==> config.mk <==
export PLATFORM = sky130hd
export DESIGN_NAME = multicycle_control_sequencer
export DESIGN_NICKNAME = d
export VERILOG_FILES = /design/src/rtl/multicycle_control_sequencer.sv
export SDC_FILE = /design/constraint.sdc
export NUM_CORES = 1
export LEC_CHECK = 0
export CELL_PAD_IN_SITES_DETAIL_PLACEMENT = 2
export CELL_PAD_IN_SITES_GLOBAL_PLACEMENT = 2
export CORE_UTILIZATION = 28
export DETAILED_ROUTE_END_ITERATION = 16
export GPL_ROUTABILITY_DRIVEN = 0
export PLACE_DENSITY_LB_ADDON = 0.1
export SLEW_MARGIN = 20
export SYNTH_ARGS = -nofsm -noshare
export SYNTH_HDL_FRONTEND = slang
export SYNTH_SLANG_ARGS = --single-unit
==> constraint.sdc <==
create_clock -name clock -period 4.12 [get_ports clock]
set_input_delay 0.618 -clock clock [delete_from_list [all_inputs] [get_ports clock]]
set_output_delay 0.618 -clock clock [all_outputs]
set_load 0.03 [all_outputs]
==> src/rtl/multicycle_control_sequencer.sv <==
// Multicycle sequencer for the 16-bit ISA: steps FETCH/DECODE/EXECUTE/MEM/HALT and owns PC, IR and Z/N.
// Datapath decode fields come combinationally from IR; bus strobes are registered on state entry.
module multicycle_control_sequencer #(
    parameter int                    ADDR_WIDTH = 16,
    parameter logic [ADDR_WIDTH-1:0] RESET_PC   = '0,
    parameter int                    REG_SEL    = 3
) (
    input  logic                  clock,
    input  logic                  reset,
    input  logic                  mem_ready,
    input  logic [15:0]           mem_rdata,
    input  logic [ADDR_WIDTH-1:0] reg_a_data,
    input  logic [3:0]            status,
    output logic                  mem_req,
    output logic                  mem_we,
    output logic                  mem_addr_sel,
    output logic [ADDR_WIDTH-1:0] pc,
    output logic [15:0]           ir,
    output logic [REG_SEL-1:0]    da,
    output logic [REG_SEL-1:0]    aa,
    output logic [REG_SEL-1:0]    ba,
    output logic [3:0]            fs,
    output logic                  mb,
    output logic [ADDR_WIDTH-1:0] imm,
    output logic                  md,
    output logic                  rf_we,
    output logic                  halted,
    output logic                  illegal
);

    localparam logic [3:0] OP_NOP = 4'h0;
    localparam logic [3:0] OP_ADD = 4'h1;
    localparam logic [3:0] OP_SUB = 4'h2;
    localparam logic [3:0] OP_AND = 4'h3;
    localparam logic [3:0] OP_OR  = 4'h4;
    localparam logic [3:0] OP_XOR = 4'h5;
    localparam logic [3:0] OP_ADI = 4'h6;
    localparam logic [3:0] OP_LDI = 4'h7;
    localparam logic [3:0] OP_LDR = 4'h8;
    localparam logic [3:0] OP_STR = 4'h9;
    localparam logic [3:0] OP_BRZ = 4'hA;
    localparam logic [3:0] OP_BRN = 4'hB;
    localparam logic [3:0] OP_JMP = 4'hC;
    localparam logic [3:0] OP_HLT = 4'hF;

    localparam logic [ADDR_WIDTH-1:0] PC_STEP = {{(ADDR_WIDTH-1){1'b0}}, 1'b1};

    typedef enum logic [2:0] {
        S_FETCH,
        S_DECODE,
        S_EXECUTE,
        S_MEM,
        S_HALT
    } state_t;

    state_t     state;
    logic [3:0] opcode;
    logic       flag_z;
    logic       flag_n;
    logic       rf_we_exec;
    logic       is_alu;
    logic       is_ldi;
    logic       is_ldr;
    logic       is_str;
    logic       is_illegal;
    logic       branch_taken;
    logic       unused_status;

    function automatic logic [ADDR_WIDTH-1:0] sext8(input logic signed [7:0] v);
        return {{(ADDR_WIDTH-8){v[7]}}, v};
    endfunction

    function automatic logic [ADDR_WIDTH-1:0] zext8(input logic [7:0] v);
        return {{(ADDR_WIDTH-8){1'b0}}, v};
    endfunction

    assign opcode = ir[15:12];
    assign da     = ir[11 -: REG_SEL];
    assign aa     = ir[8 -: REG_SEL];
    assign ba     = ir[5 -: REG_SEL];
    assign md     = is_ldr;
    assign imm    = is_ldi ? zext8(ir[7:0]) : sext8(ir[7:0]);

    // V and C are not latched by this ISA
    assign unused_status = ^status[3:2];

    always_comb begin
        is_alu     = 1'b0;
        is_ldi     = 1'b0;
        is_ldr     = 1'b0;
        is_str     = 1'b0;
        is_illegal = 1'b0;
        fs         = 4'h0;
        mb         = 1'b0;
        case (opcode)
            OP_ADD: begin is_alu = 1'b1; fs = 4'h2; end
            OP_SUB: begin is_alu = 1'b1; fs = 4'h5; end
            OP_AND: begin is_alu = 1'b1; fs = 4'h8; end
            OP_OR:  begin is_alu = 1'b1; fs = 4'h9; end
            OP_XOR: begin is_alu = 1'b1; fs = 4'hA; end
            OP_ADI: begin is_alu = 1'b1; fs = 4'h2; mb = 1'b1; end
            OP_LDI: begin is_ldi = 1'b1; fs = 4'hC; mb = 1'b1; end
            OP_LDR: is_ldr = 1'b1;
            OP_STR: is_str = 1'b1;
            OP_NOP, OP_BRZ, OP_BRN, OP_JMP, OP_HLT: ;
            default: is_illegal = 1'b1;
        endcase
    end

    assign branch_taken = ((opcode == OP_BRZ) && flag_z) || ((opcode == OP_BRN) && flag_n);

    // The load writeback strobe must coincide with the memory's ready cycle, so it bypasses the register
    assign rf_we = rf_we_exec | ((state == S_MEM) && is_ldr && mem_ready);

    always_ff @(posedge clock) begin
        if (reset) begin
            state        <= S_FETCH;
            pc           <= RESET_PC;
            ir           <= '0;
            flag_z       <= 1'b0;
            flag_n       <= 1'b0;
            illegal      <= 1'b0;
            mem_req      <= 1'b1;
            mem_addr_sel <= 1'b0;
            mem_we       <= 1'b0;
            rf_we_exec   <= 1'b0;
            halted       <= 1'b0;
        end else begin
            case (state)
                S_FETCH: begin
                    if (mem_ready) begin
                        ir      <= mem_rdata;
                        pc      <= pc + PC_STEP;
                        mem_req <= 1'b0;
                        state   <= S_DECODE;
                    end
                end
                S_DECODE: begin
                    if (is_ldr || is_str) begin
                        mem_req      <= 1'b1;
                        mem_addr_sel <= 1'b1;
                        mem_we       <= is_str;
                        state        <= S_MEM;
                    end else if (opcode == OP_HLT) begin
                        halted <= 1'b1;
                        state  <= S_HALT;
                    end else begin
                        rf_we_exec <= is_alu | is_ldi;
                        state      <= S_EXECUTE;
                    end
                end
                S_EXECUTE: begin
                    rf_we_exec   <= 1'b0;
                    mem_req      <= 1'b1;
                    mem_addr_sel <= 1'b0;
                    state        <= S_FETCH;
                    if (is_alu) begin
                        flag_z <= status[0];
                        flag_n <= status[1];
                    end
                    if (branch_taken) begin
                        pc <= pc + sext8(ir[7:0]);
                    end else if (opcode == OP_JMP) begin
                        pc <= reg_a_data;
                    end
                    if (is_illegal) begin
                        illegal <= 1'b1;
                    end
                end
                S_MEM: begin
                    if (mem_ready) begin
                        mem_req      <= 1'b1;
                        mem_addr_sel <= 1'b0;
                        mem_we       <= 1'b0;
                        state        <= S_FETCH;
                    end
                end
                S_HALT: ;
                default: state <= S_FETCH;
            endcase
        end
    end

endmodule
Yosys cells after proc, flatten, opt, wreduce, memory -nomap -nowiden
Index checks and enable logic that the tools add are counted.
- add/subtract/negate cells: 2
- equal/unequal tests: 23
- muxes and demuxes: 26
- bitwise operators: 5
- reductions and logical operators: 27
- operator list (kind ; number):
    $mux W16 ; 4
    $pmux W16 S2 ; 1
    $eq A4 B4 Y1 const B ; 6
    $pmux W4 S6 ; 1
    $reduce_and A3 Y1 ; 6
    $add A16 B1 Y16 const B ; 1
    $add A16 B16 Y16 ; 1
    $eq A4 B3 Y1 const B ; 4
    $reduce_or A14 Y1 ; 1
    $mux W3 ; 4
    $pmux W3 S4 ; 1
    $mux W1 ; 11
    $ne A2 B2 Y1 const B ; 5
    $eq A4 B2 Y1 const B ; 2
    $eq A3 B2 Y1 const B ; 2
    $reduce_and A2 Y1 ; 3
    $reduce_bool A2 Y1 ; 3
    $reduce_or A6 Y1 ; 1
    $eq A4 B1 Y1 const B ; 1
    $logic_and A1 B1 Y1 ; 4
    $logic_not A4 Y1 ; 1
    $pmux W1 S2 ; 2
    $pmux W1 S4 ; 1
    $reduce_and A4 Y1 ; 1
    11 further kinds ; 16
- flip-flop bits (word level): 43
- input bits: 39
- output and inout bits: 69
- word-level logic and storage cells: 94

Logic depth before layout (Yosys ltp)
Gate-level depths: netlist of the first run.
- depth in word-level cells: 7
- mapped depth: 9
- mapped depth without buffers: 8

Least setup slack after synthesis of the first run
Ideal clock, no wire load.
- path kind: register -> register
- start: reg pc[0]
- end: reg pc[12]
- library setup time: 0.070 ns
- data arrival time: 2.413 ns
- data required time: 4.050 ns
- slack: 1.636 ns
- stages on the path, launching flop included: 9
- path buffers: 0
- clock period less this slack: 2.484 ns
- cell sequence: dfxtp_1 > ha_1 > fa_1 > a21o_1 > a221oi_2 > o21ai_0 > a31oi_1 > mux2_2 > a21oi_1
- word-level cells in the longest chain between the ends: 3
- elaborated cells on any way between the ends: 5
- ends and longest elaborated chain (element ; line ; RTL):
    start: declaration ; 17 ; output logic [ADDR_WIDTH-1:0] pc,
    start signal: assignment ; 133 ; pc <= pc + PC_STEP;
    start signal: assignment ; 162 ; pc <= pc + sext8(ir[7:0]);
    start signal: assignment ; 164 ; pc <= reg_a_data;
    $add A16 B16 Y16 / $add A16 B1 Y16 (equally long branches) ; 162, 133 ;
    $mux W16 (on tied branches) ; 161, 131 ;
    $pmux W16 S2 * ; 129 ; case (state)
Mark *: on every way between the ends. The rest lies on a longest branch, timed or not. The select of a mux whose other input is x is not followed.
A chain may end at the register's enable or synchronous reset.

Worst setup path in the final report of the first run
- start: reg ir[14]
- end: out rf_we
- word-level cells in the longest chain between the ends: 5
- ends and longest elaborated chain (element ; line ; RTL):
    start: declaration ; 18 ; output logic [15:0] ir,
    start signal: assignment ; 132 ; ir <= mem_rdata;
    $eq A4 B4 Y1 ; 95 ; case (opcode)
    $mux W1 ; 95 ;
    $logic_and A1 B1 Y1 (2 in a row) ; 113 ; assign rf_we = rf_we_exec | ((state == S_MEM) && is_ldr && mem_ready);
    $or A1 B1 Y1 ; 113 ;
    end: declaration ; 26 ; output logic rf_we,
Every way passes these cells.

==> reports/results.tsv, run 1 <==
stage	metric	value	unit
outcome	status	finished, violations left	
outcome	failing checks	design-rule violations	
synthesis	synth top area cells	dfxtp_1 26%, nand2_1 7.9%, a21oi_1 6.5%, ha_1 6.0%, buf_4 5.4%	
synthesis	top-count cell post-synth	nand2_1	
sta	Tcrit/Tclk final	71.0	%
worst_setup_path	critical path class	reg -> out	
worst_setup_path	CP Cell Sequence	nor2_1 > nand2_1 > nor2_1 > a41o_1 > clkdlybuf4s50_1	
clocking	CTS max path bufs	2	
final_layout	Final Util	38.6	%
worst_setup_path	Slowest Stage Delay on Critical Path	0.66	ns
place	area post-placement	4290	um^2
pwr	leakage	1.66	nW
final_layout	Filler Cells Inserted	1353	
synthesis	syn avg cell area	7.63	um^2
synthesis	Gate Count Post-Synth	436	
sta	Setup Viol. Count Final	0	
worst_setup_path	Critical path buffers and inverters	1	
place	Placed Instances	636	
sta	skew final	0.00903	ns
synthesis	share of the synthesized area in the top cell type	25.9	%
final_layout	number of nets in the layout	556	
sta	Final TNS setup	0	ns
grt	largest net degree at the start of global routing	27	
pwr	switching power	0.431	mW
sta	Worst Tran Pin Value	0.970	ns
floorplanning	Ports	108	
flow_run	max cap viols	0	
synthesis	mapped cell area	3330	um^2
place	Final HPWL DP	9.00	mm
clocking	clk slew on worst S/H paths	0.07	ns
synthesis	Synth Net Count	492	
sta	Final Hold Fails	0	
worst_setup_path	Max FO, Critical Path	15	
routing	Routed WL	12.1	mm
synthesis	ys async rst share	0	%
floorplanning	Initial Util	28.9	%
routing	routed len/inst	18.9	um
synthesis	#FFs+latches synth	43	
pwr	P_int	0.882	mW
synthesis	Syn. warnings	0	
worst_setup_path	CP Capture Type	primary output	
worst_setup_path	Critical Path Source Type	flip-flop	
hold_path	HP Class	reg -> reg	
clocking	Hold Buf Count CTS	0	
worst_setup_path	internal reg-to-reg setup slack	1.36	ns
final_layout	Post-Layout Inst Area	4450	um^2
grt	overall routing resource usage	19.8	%
clocking	clk sinks	43	
final_layout	Antenna Diode Count	0	
clocking	Worst-Skew Late Latency	0.29	ns
final_layout	layout cell share with drive strength beyond 1	5.80	%
synthesis	Main synth FF type	dfxtp_1	
sta	min cycle time layout	2.93	ns
worst_setup_path	CP Data Arrival Time	2.31	ns
pwr	Overall Power	1.31	mW
clocking	Clock Tree Root	clkbuf_16	
pwr	clock network power share	34.3	%
floorplanning	Die Footprint	12300	um^2
sta	unrepaired setup endpoints after global routing	false	
worst_setup_path	most frequent CP cell	nor2_1	
grt	initial antenna violation count	0	
worst_setup_path	delay-heaviest family, CP	simple AND/OR/NAND/NOR gates	
routing	initial DRC count	115	
pwr	Max VDD drop	0.186	mV
synthesis	EDFF count, synth	0	
sta	relative max-transition margin	35.1	%
pwr	P per Cell Area	295	nW/um^2
pwr	combinational power share	28.8	%
floorplanning	core box area	11500	um^2
clocking	CTS tree	done	
worst_setup_path	Crit-path slowest cell	clkdlybuf4s50_1	
final_layout	Area Growth Syn to Fin	33.7	%
final_layout	non-filler instance count after layout	643	
routing	via count	3555	
clocking	Resize count post-CTS	0	
pwr	switching share of total power	32.8	%
sta	Max Transition Viols Final	0	
synthesis	dominant cell type by area after synthesis	dfxtp_1	
synthesis	post-synthesis sequential area ratio	25.9	%
routing	DRC	11	
clocking	CTS H-tree lvls	2	
worst_setup_path	WP data required	3.50	ns
sta	f_max	0.342	GHz
pwr	share of total power in sequential cells	36.9	%
floorplanning	row cnt	39	
grt	gr ovfl total	0	
floorplanning	Die Y-Extent	111	um
synthesis	most frequent cells after synthesis	70 x nand2_1, 43 x a21oi_1, 43 x dfxtp_1, 32 x nor2_1, 24 x buf_4	
routing	post-route ant nets	0	
place	I/O Buffers	105	
synthesis	library cells used by synthesis	69	
clocking	post-CTS setup buffers	0	
grt	global-route wire length before repair	19.7	mm
routing	number of vias per cell	5.53	
grt	vias in the first global route	3687	
routing	TritonRoute pass-1 iters	10	
clocking	TritonCTS buffer count	5	
floorplanning	Die W	111	um
==> flip-flops by register name, indices dropped and copies added, names as in the netlist <==
signal and count:
flag_n 1, flag_z 1, halted 1, illegal 1, ir 16, mem_addr_sel 1
mem_req 1, mem_we 1, pc 16, rf_we_exec 1, state 3
==> cells in the final DEF, fill, tap and decap left out, drive strengths merged, types with 10 or more instances in the layout <==
cell type	count
ha	16
nand3	16
a21oi	45
a31oi	11
o21ai	22
nand2	70
dfxtp	43
nor2	33
nor3	10
clkdlybuf4s50	105
==> through the flow <==
stage / setup WS, ns / hold slack [ns]
floorplan: 1.64 / 0.473
detailed placement: 1.07 / 0.449
CTS: 1.17 / 0.465
global route: 1.05 / 0.481
finish: 1.19 / 0.462
global placement: 1.15 / 0.444
==> final cells by class <==
type / instances / area, um^2 / area share [%]
timing repair buffer: 110 / 1090 / 24.5
inverter: 5 / 18.8 / 0.422
multi-input combinational: 335 / 2140 / 48.2
sequential: 43 / 861 / 19.4
tap: 143 / 179 / 4.02
clock inverter: 1 / 30.0 / 0.675
clock buffer: 6 / 129 / 2.90
==> logic make-up after synthesis <==
family | synth area share (%)
AND/OR/NAND/NOR | 24.6
AO/OA/AOI/OAI | 26.9
buffers and inverters | 10.0
flip-flops | 25.9
adder cells (fa/ha/maj) | 6.62
XOR/XNOR | 3.42
multiplexers | 2.52
==> power groups by stage <==
stage	registers [mW]	logic [mW]	clock network, mW
final	0.484	0.379	0.450
after global routing	0.491	0.407	0.481
after CTS	0.486	0.383	0.464
after detailed placement	0.495	0.380	0
after global placement	0.493	0.372	0
after floorplan	0.508	0.220	0
==> routing by layer <==
metal,up-vias,GRT usage [%],share of wire [%]
li1,1698,-,-
met1,1771,25.8,47
met2,80,34.5,49
met3,6,3.66,3.9
met4,0,2.74,0.50
met5,-,0,0
==> worst paths after layout <==
| check | from | cells past startpoint | endpoint |
|---|---|---|---|
| hold reg to reg | mem_req$_SDFFE_PP1P_ | 1 | mem_req$_SDFFE_PP1P_ |
| setup / recovery | ir[14]$_SDFFE_PP0P_ | 5 | rf_we |
| setup reg to reg | pc[0]$_SDFFE_PP0P_ | 8 | pc[12]$_SDFFE_PP0P_ |
| hold / removal | mem_req$_SDFFE_PP1P_ | 1 | mem_req$_SDFFE_PP1P_ |
Power figures use the tool's default switching activity.
==> run 2, diff against run 1 <==
CORE_UTILIZATION = 26   (was 28)
clock period = 2.7 ns   (was 4.12 ns; I/O delays follow)
==> run 2 against run 1 <==
Effect of this change:
- the flow now finishes without violations
- cell count increased by 7.5%
- via count up 1.9%
- utilization is 0.48 points lower
- clock power grew 64%
- combinational power increased by 67%
- critical path type unchanged
==> reports/results.tsv, run 2 (synthesis results as in run 1) <==
stage	metric	value	unit	change
floorplanning	core box area	12300	um^2	was 11500 um^2
grt	largest net degree at the start of global routing	26		was 27
pwr	switching share of total power	33.0	%	was 32.8%
grt	gr ovfl total	0		unchanged
clocking	clk slew on worst S/H paths	0.07	ns	about the same
pwr	P_int	1.40	mW	was 0.882 mW
routing	number of vias per cell	5.24		was 5.53
sta	min cycle time layout	2.49	ns	
final_layout	Antenna Diode Count	0		unchanged
worst_setup_path	Slowest Stage Delay on Critical Path	0.63	ns	was 0.66 ns
clocking	Hold Buf Count CTS	0		unchanged
final_layout	Post-Layout Inst Area	4680	um^2	was 4450 um^2
worst_setup_path	critical path class	reg -> out		unchanged
routing	Routed WL	12.7	mm	was 12.1 mm
sta	Max Transition Viols Final	0		unchanged
final_layout	most frequent cells in the layout	104 x clkdlybuf4s50_1, 70 x nand2_1, 43 x a21oi_1, 43 x dfxtp_1, 31 x nor2_1		was 105 x clkdlybuf4s50_1, 70 x nand2_1, 43 x a21oi_1, 43 x dfxtp_1, 32 x nor2_1
sta	skew final	0.00636	ns	was 0.00903 ns
worst_setup_path	CP Cell Sequence	buf_4 > nand2_1 > o31a_1 > clkdlybuf4s50_1		was nor2_1 > nand2_1 > nor2_1 > a41o_1 > clkdlybuf4s50_1
sta	Worst Tran Pin Value	0.549	ns	was 0.970 ns
pwr	Overall Power	2.09	mW	was 1.31 mW
sta	Tcrit/Tclk final	92.4	%	
place	Placed Instances	683		was 636
sta	fin worst setup slack	0.207	ns	was 1.19 ns
floorplanning	row cnt	40		was 39
pwr	clock network power share	35.3	%	was 34.3%
pwr	leakage	1.81	nW	was 1.66 nW
grt	initial antenna violation count	0		unchanged
sta	Final Hold Slack	0.471	ns	was 0.462 ns
clocking	CTS max path bufs	2		unchanged
routing	post-route ant nets	0		unchanged
clocking	CTS H-tree lvls	2		unchanged
sta	unrepaired setup endpoints after global routing	false		unchanged
floorplanning	Die Y-Extent	115	um	was 111 um
final_layout	most common cell after layout, fill and taps aside	clkdlybuf4s50_1		unchanged
clocking	Worst-Skew Late Latency	0.29	ns	about the same
place	I/O Buffers	105		unchanged
final_layout	Final Util	38.1	%	was 38.6%
pwr	share of total power in sequential cells	34.5	%	was 36.9%
worst_setup_path	WP data required	2.30	ns	was 3.50 ns
routing	initial DRC count	123		was 115
outcome	status	completed		was finished, violations left
worst_setup_path	Critical path buffers and inverters	2		was 1
worst_setup_path	delay-heaviest family, CP	buffers and inverters		was simple AND/OR/NAND/NOR gates
final_layout	layout cell share with drive strength beyond 1	10.3	%	was 5.80%
worst_setup_path	Max FO, Critical Path	10		was 15
routing	TritonRoute pass-1 iters	6		was 10
routing	DRC	0		was 11
grt	global-route wire length before repair	20.2	mm	was 19.7 mm
routing	routed len/inst	18.3	um	was 18.9 um
floorplanning	Die W	115	um	was 111 um
clocking	CTS tree	done		unchanged
final_layout	Filler Cells Inserted	1436		was 1353
clocking	clk sinks	43		unchanged
final_layout	non-filler instance count after layout	691		was 643
place	pre-CTS WS	0.251	ns	was 1.07 ns
clocking	Resize count post-CTS	0		unchanged
flow_run	max cap viols	0		unchanged
sta	Setup Viol. Count Final	0		unchanged
sta	relative max-transition margin	63.4	%	was 35.1%
clocking	post-CTS setup buffers	0		unchanged
pwr	combinational power share	30.2	%	was 28.8%
routing	via count	3624		was 3555
sta	Final Hold Fails	0		unchanged
grt	overall routing resource usage	20.0	%	was 19.8%
worst_setup_path	CP Data Arrival Time	2.09	ns	was 2.31 ns
floorplanning	Ports	108		unchanged
sta	Final TNS setup	0	ns	unchanged
final_layout	Largest regs	ir (16), pc (16), state (3)		unchanged
clocking	Clock Tree Root	clkbuf_16		unchanged
final_layout	number of nets in the layout	578		was 556
hold_path	HP Class	reg -> reg		unchanged
pwr	switching power	0.691	mW	was 0.431 mW
grt	vias in the first global route	3800		was 3687
pwr	Max VDD drop	0.205	mV	was 0.186 mV
worst_setup_path	CP Capture Type	primary output		unchanged
worst_setup_path	Critical Path Source Type	flip-flop		unchanged
floorplanning	Die Footprint	13300	um^2	was 12300 um^2
final_layout	Area Growth Syn to Fin	40.6	%	was 33.7%
clocking	TritonCTS buffer count	5		unchanged
sta	f_max	0.401	GHz	
place	Final HPWL DP	9.52	mm	was 9.00 mm
worst_setup_path	Crit-path slowest cell	clkdlybuf4s50_1		unchanged
pwr	P per Cell Area	447	nW/um^2	was 295 nW/um^2
place	area post-placement	4500	um^2	was 4290 um^2
floorplanning	Initial Util	27.1	%	was 28.9%
run 2: power groups by stage:
stage / registers [mW] / clock network (mW) / logic [mW]
after floorplan: 0.775 / 0 / 0.336
after global placement: 0.732 / 0 / 0.622
after detailed placement: 0.735 / 0 / 0.635
after CTS: 0.721 / 0.761 / 0.640
after global routing: 0.727 / 0.783 / 0.682
final: 0.721 / 0.739 / 0.632
run 2: metal layers:
layer  part of all wire (%)  GRT usage (%)
met3                    4.7           3.95
met1                     45           25.0
met4                    1.2           4.76
met2                     49           35.1
met5                      0              0
run 2: cell type report:
type                       count  area, um^2  area share (%)
tap                          168         210            4.49
sequential                    43         861            18.4
timing repair buffer         132        1270            27.1
clock buffer                   6         139            2.97
clock inverter                 2        35.0           0.749
inverter                       5        18.8           0.401
multi-input combinational    335        2140            45.9
run 2: final timing paths:
check                       startpoint  cells past startpoint                   end  slack (ns)
setup reg to reg    ir[0]$_SDFFE_PP0P_                      8   pc[12]$_SDFFE_PP0P_        0.23
hold reg to reg   mem_req$_SDFFE_PP1P_                      1  mem_req$_SDFFE_PP1P_        0.47
hold / removal    mem_req$_SDFFE_PP1P_                      1  mem_req$_SDFFE_PP1P_        0.47
setup / recovery   ir[13]$_SDFFE_PP0P_                      4                imm[8]        0.21
run 2: worst register-to-register path, cell delays in order (launching register included):
cell and delay [ns]:
dfxtp_1 0.34, ha_1 0.23, fa_1 0.41, a21o_1 0.24, a221oi_2 0.29, o21ai_0 0.20
a31oi_1 0.23, mux2_2 0.35, a21oi_1 0.13
==> edit 1 (flow settings as in run 2) <==
The 5 states of `state_t` get a one-hot encoding in 5 bits.
--- a/src/rtl/multicycle_control_sequencer.sv
+++ b/src/rtl/multicycle_control_sequencer.sv
@@ -45,12 +45,12 @@
 
     localparam logic [ADDR_WIDTH-1:0] PC_STEP = {{(ADDR_WIDTH-1){1'b0}}, 1'b1};
 
-    typedef enum logic [2:0] {
-        S_FETCH,
-        S_DECODE,
-        S_EXECUTE,
-        S_MEM,
-        S_HALT
+    typedef enum logic [4:0] {
+        S_FETCH   = 5'b00001,
+        S_DECODE  = 5'b00010,
+        S_EXECUTE = 5'b00100,
+        S_MEM     = 5'b01000,
+        S_HALT    = 5'b10000
     } state_t;
 
     state_t     state;
Function: no difference found for any inputs over 10 cycles, from zero or initial values and one cycle with reset high; not proved beyond that.
==> edit 1 against run 2 <==
Power grew 3.8%; sequential cell count grew 2; via count shrank 0.22%; clock skew grew 0.0025 ns; area after synthesis shrank 0.60%; worst setup slack lost 0.042 ns; critical path type is now reg2reg; non-clock buffer count shrank 3; cell area is essentially flat; wire length grew 2.2%; largest cell class unchanged.
==> edit 1: results <==
metrics = {
    "outcome": {
        "status": "complete, no violations",
    },
    "global_routing": {
        "grt_pass1_vias": 3852,
        "antenna_found_initial": 0,
        "grt_usage": 0.2045,
    },
    "synthesis": {
        "yosysUniqueCellTypes": 66,
        "synthXorXnorAreaFrac": 0.04767,
        "ys_seq_area_frac": 0.2724,
        "synth.area.top_cells": "dfxtp_1 (27%), nand2_1 (7.7%), a21oi_1 (7.0%)",
        "synth_commonest_cells": "nand2_1 (68), a21oi_1 (46), dfxtp_1 (45), nor2_1 (33), buf_4 (24)",
        "muxShareOfSynthArea": 0.02157,
    },
    "cells_and_area": {
        "drive_gt1_frac": 0.09434,
        "layout.nets": 585,
        "top_regs": "ir: 16 flops, pc: 16 flops, state: 5 flops",
        "n_fill_cell": 1420,
        "fin_util": 0.3827,
    },
    "placed_design": {
        "place_inst": 690,
        "dp_hpwl_um": 9889,
        "place_ws_ns": 0.08265,
        "place_area_sq_um": 4473,
    },
    "timing": {
        "relSlewSlack": 0.5646,
        "timing.final.crit_share": 0.9389,
        "skew_ns": 0.008876,
        "holdWs_ns": 0.4593,
    },
    "critical_path": {
        "cp_max_fo": 4,
        "rr_worst_depth": 7,
        "crit_family": "compound AO/OA/AOI/OAI gates",
        "crit_slowest_cell": "a21boi_0",
        "r2r-end": "pc[13]",
        "arrival_ns": 2.72,
        "cpPeakStageDelay_ns": 0.44,
        "reg2reg_from": "ir[2]",
    },
    "hold_path": {
        "hold_path_depth": 2,
        "hold-path-endpoint": "halted",
    },
    "power_and_ir_drop": {
        "leakagePower_uw": 0.001745,
    },
    "routing": {
        "drt_iter0_drc": 110,
    },
}
## edit 1: cell count changes in the layout (fill, tap and decap cells not counted), sizes merged, moves of 4 or more
| cell | run 2 | this run |
|---|---|---|
| a31oi | 11 | 4 |
| inv | 5 | 10 |
| nand3 | 16 | 21 |
| nand4 | 6 | 2 |
| nor3 | 10 | 14 |
| nor4 | 0 | 4 |
| xnor2 | 4 | 14 |
| xor2 | 9 | 4 |
## edit 1: tightest hold or removal path, cell delays in order (launching register included)
cell and delay, ns:
dfxtp_1 0.31, inv_1 0.05, a21oi_1 0.05
## edit 1: final cells by class
type	count	area share
flip-flops and latches	45	0.1928
clock buffers	5	0.02677
repair buffers	129	0.2624
well taps	168	0.04498
multi-input cells	339	0.4565
clock inverters	3	0.009371
inverters	9	0.007229
## edit 1: report_power, final
part           total, uW  internal, uW  switching (uW)  leakage (uW)
clock network        736           439             296     0.0000842
logic                680           283             398       0.00129
registers            754           700            53.9      0.000366
## edit 1: logic make-up (layout without fill, tap and decap cells)
kind of cell               count (synthesis)  count (layout)
AOI/OAI and AO/OA                        130             130
adders and majority gates                 17              17
xor gates and xnor gates                  18              18
and+or+nand+nor                          167             167
DFF                                       45              45
muxes                                      7               7
buffers and inverters                     52             146
## edit 1: worst max path at each step
| stage | start | end | cells past startpoint |
|---|---|---|---|
| after CTS | ir[0] | pc[12] | 8 |
| final | ir[2] | pc[13] | 7 |
| after global placement | mem_ready | pc[11] | 7 |
| after floorplan | ir[7] | pc[15] | 7 |
| after global routing | ir[4] | pc[15] | 8 |
| after detailed placement | ir[4] | pc[12] | 7 |
## edit 1: routing by layer
metal  routed length (um)  part of all wire  GRT usage
met1                 6042              0.47     0.2676
met3                  432             0.033    0.03005
met2                 6378              0.49     0.3580
met5                    0                 0          0
met4                   98            0.0076    0.04069
==> edit 2 (config.mk and constraints of run 2) <==
Made on the original files. The parameter `ADDR_WIDTH` goes from 16 to 17.
--- a/src/rtl/multicycle_control_sequencer.sv
+++ b/src/rtl/multicycle_control_sequencer.sv
@@ -1,7 +1,7 @@
 // Multicycle sequencer for the 16-bit ISA: steps FETCH/DECODE/EXECUTE/MEM/HALT and owns PC, IR and Z/N.
 // Datapath decode fields come combinationally from IR; bus strobes are registered on state entry.
 module multicycle_control_sequencer #(
-    parameter int                    ADDR_WIDTH = 16,
+    parameter int                    ADDR_WIDTH = 17,
     parameter logic [ADDR_WIDTH-1:0] RESET_PC   = '0,
     parameter int                    REG_SEL    = 3
 ) (
Interface: changed (resized imm, pc and reg_a_data); port bits go from 108 to 111. No check against the original RTL was run, so the function may have changed too.
==> edit 2 against run 2 <==
Non-clock buffer count is 8 higher; sequential cell count up 1; worst setup slack worse by 0.060 ns; power rose by 3.3%; die area is 4.3% higher; largest power group unchanged; area after synthesis is 4.4% higher; wire length up 6.8%; highest routed layer unchanged; cell area rose by 5.0%; sequential power rose by 2%; critical path type unchanged; sequential share of layout area fell by 0.45 points.
==> edit 2: results <==
metrics = {
    "outcome": {
        "status": "complete, no violations",
    },
    "global_routing": {
        "grt_use_met2": 0.3447,
        "grt_pass1_vias": 4117,
        "use_met1": 0.2523,
        "grt_pass1_wl_um": 21800,
        "grt_usage": 0.1971,
        "grt.met3_usage": 0.03101,
    },
    "critical_path": {
        "startpoint": "ir[13]",
        "reg2reg_from": "pc[0]",
        "cpPeakStageDelay_ns": 0.71,
        "cp_max_fo": 13,
        "arrival_ns": 2.15,
    },
    "synthesis": {
        "synth_cells": 456,
        "syn-num-nets": 514,
        "synth_compound_area_frac": 0.2742,
        "synth.area.top_cells": "dfxtp_1 (25%), nand2_1 (7.4%), a21oi_1 (6.5%)",
        "synth_commonest_cells": "nand2_1 (68), a21oi_1 (45), dfxtp_1 (44), nor2_1 (33), buf_4 (26)",
        "synth-adder-area-share": 0.06703,
        "ys_seq_area_frac": 0.2537,
        "muxShareOfSynthArea": 0.02090,
    },
    "timing": {
        "relSlewSlack": 0.6074,
    },
    "cells_and_area": {
        "drive_gt1_frac": 0.1157,
        "layout.nets": 610,
        "top_regs": "pc: 17 flops, ir: 16 flops, state: 3 flops",
    },
    "placed_design": {
        "place_area_sq_um": 4731,
        "place_inst": 717,
        "dp_hpwl_um": 10490,
    },
    "power_and_ir_drop": {
        "ir_worst_vdd_uv": 242.7,
        "leakagePower_uw": 0.001900,
    },
    "routing": {
        "drt_wl_total_um": 13540,
        "first_pass_iters": 4,
        "wl_per_cell_um": 18.67,
        "drt_iter0_drc": 113,
        "avgViaCountPerCell": 5.276,
    },
    "cts": {
        "cts_resized": 0,
    },
    "hold_path": {
        "min_from": "mem_we",
    },
}
## edit 2: critical path, delay by kind of cell, from the launching register on
family	cells	cell delay, ns
buffers and inverters	2	0.94
flip-flops	1	0.45
AND/OR/NAND/NOR	2	0.46
## edit 2: through the flow
step / worst slack [ns] / hold WS (ns)
floorplan: 0.1457 / 0.4735
global placement: 0.07932 / 0.4443
detailed placement: 0.07474 / 0.4625
CTS: 0.04320 / 0.4780
global route: 0.03830 / 0.4904
finish: 0.1461 / 0.4721
## edit 2: path summary, 6_finish.rpt
| path | slack, ns | cells after the start | end |
|---|---|---|---|
| min reg2reg | 0.47 | 2 | mem_we |
| max reg2reg | 0.21 | 8 | pc[14] |
| min | 0.47 | 2 | mem_we |
| max | 0.15 | 4 | md |
## edit 2: per-layer routing
layer  vias to the layer above  routed length, um
li1                       1845                  -
met2                        84               6596
met1                      1885               6293
met3                        11                486
met4                         0                160
met5                         -                  0
## edit 2: final cells by class
class,instances,area [sq um]
Inverter,11,41.29
Clock buffer,5,125.1
Timing Repair Buffer,140,1339
Tap cell,172,215.2
Fill cell,1501,7913
Clock inverter,3,46.29
Sequential cell,44,882.1
Multi-Input combinational cell,350,2263
## edit 2: cells by family after synthesis
group	after synthesis
flops	44
simple gates	168
buf+inv	62
compound gates	139
xor+xnor	18
fa+ha+maj	18
mux	7
## edit 2: power breakdown
group | internal, uW | switching (uW) | total [uW]
Combinational | 296 | 397 | 693
Clock | 441 | 295 | 736
Sequential | 685 | 47.5 | 732
Total | 1420 | 739 | 2160
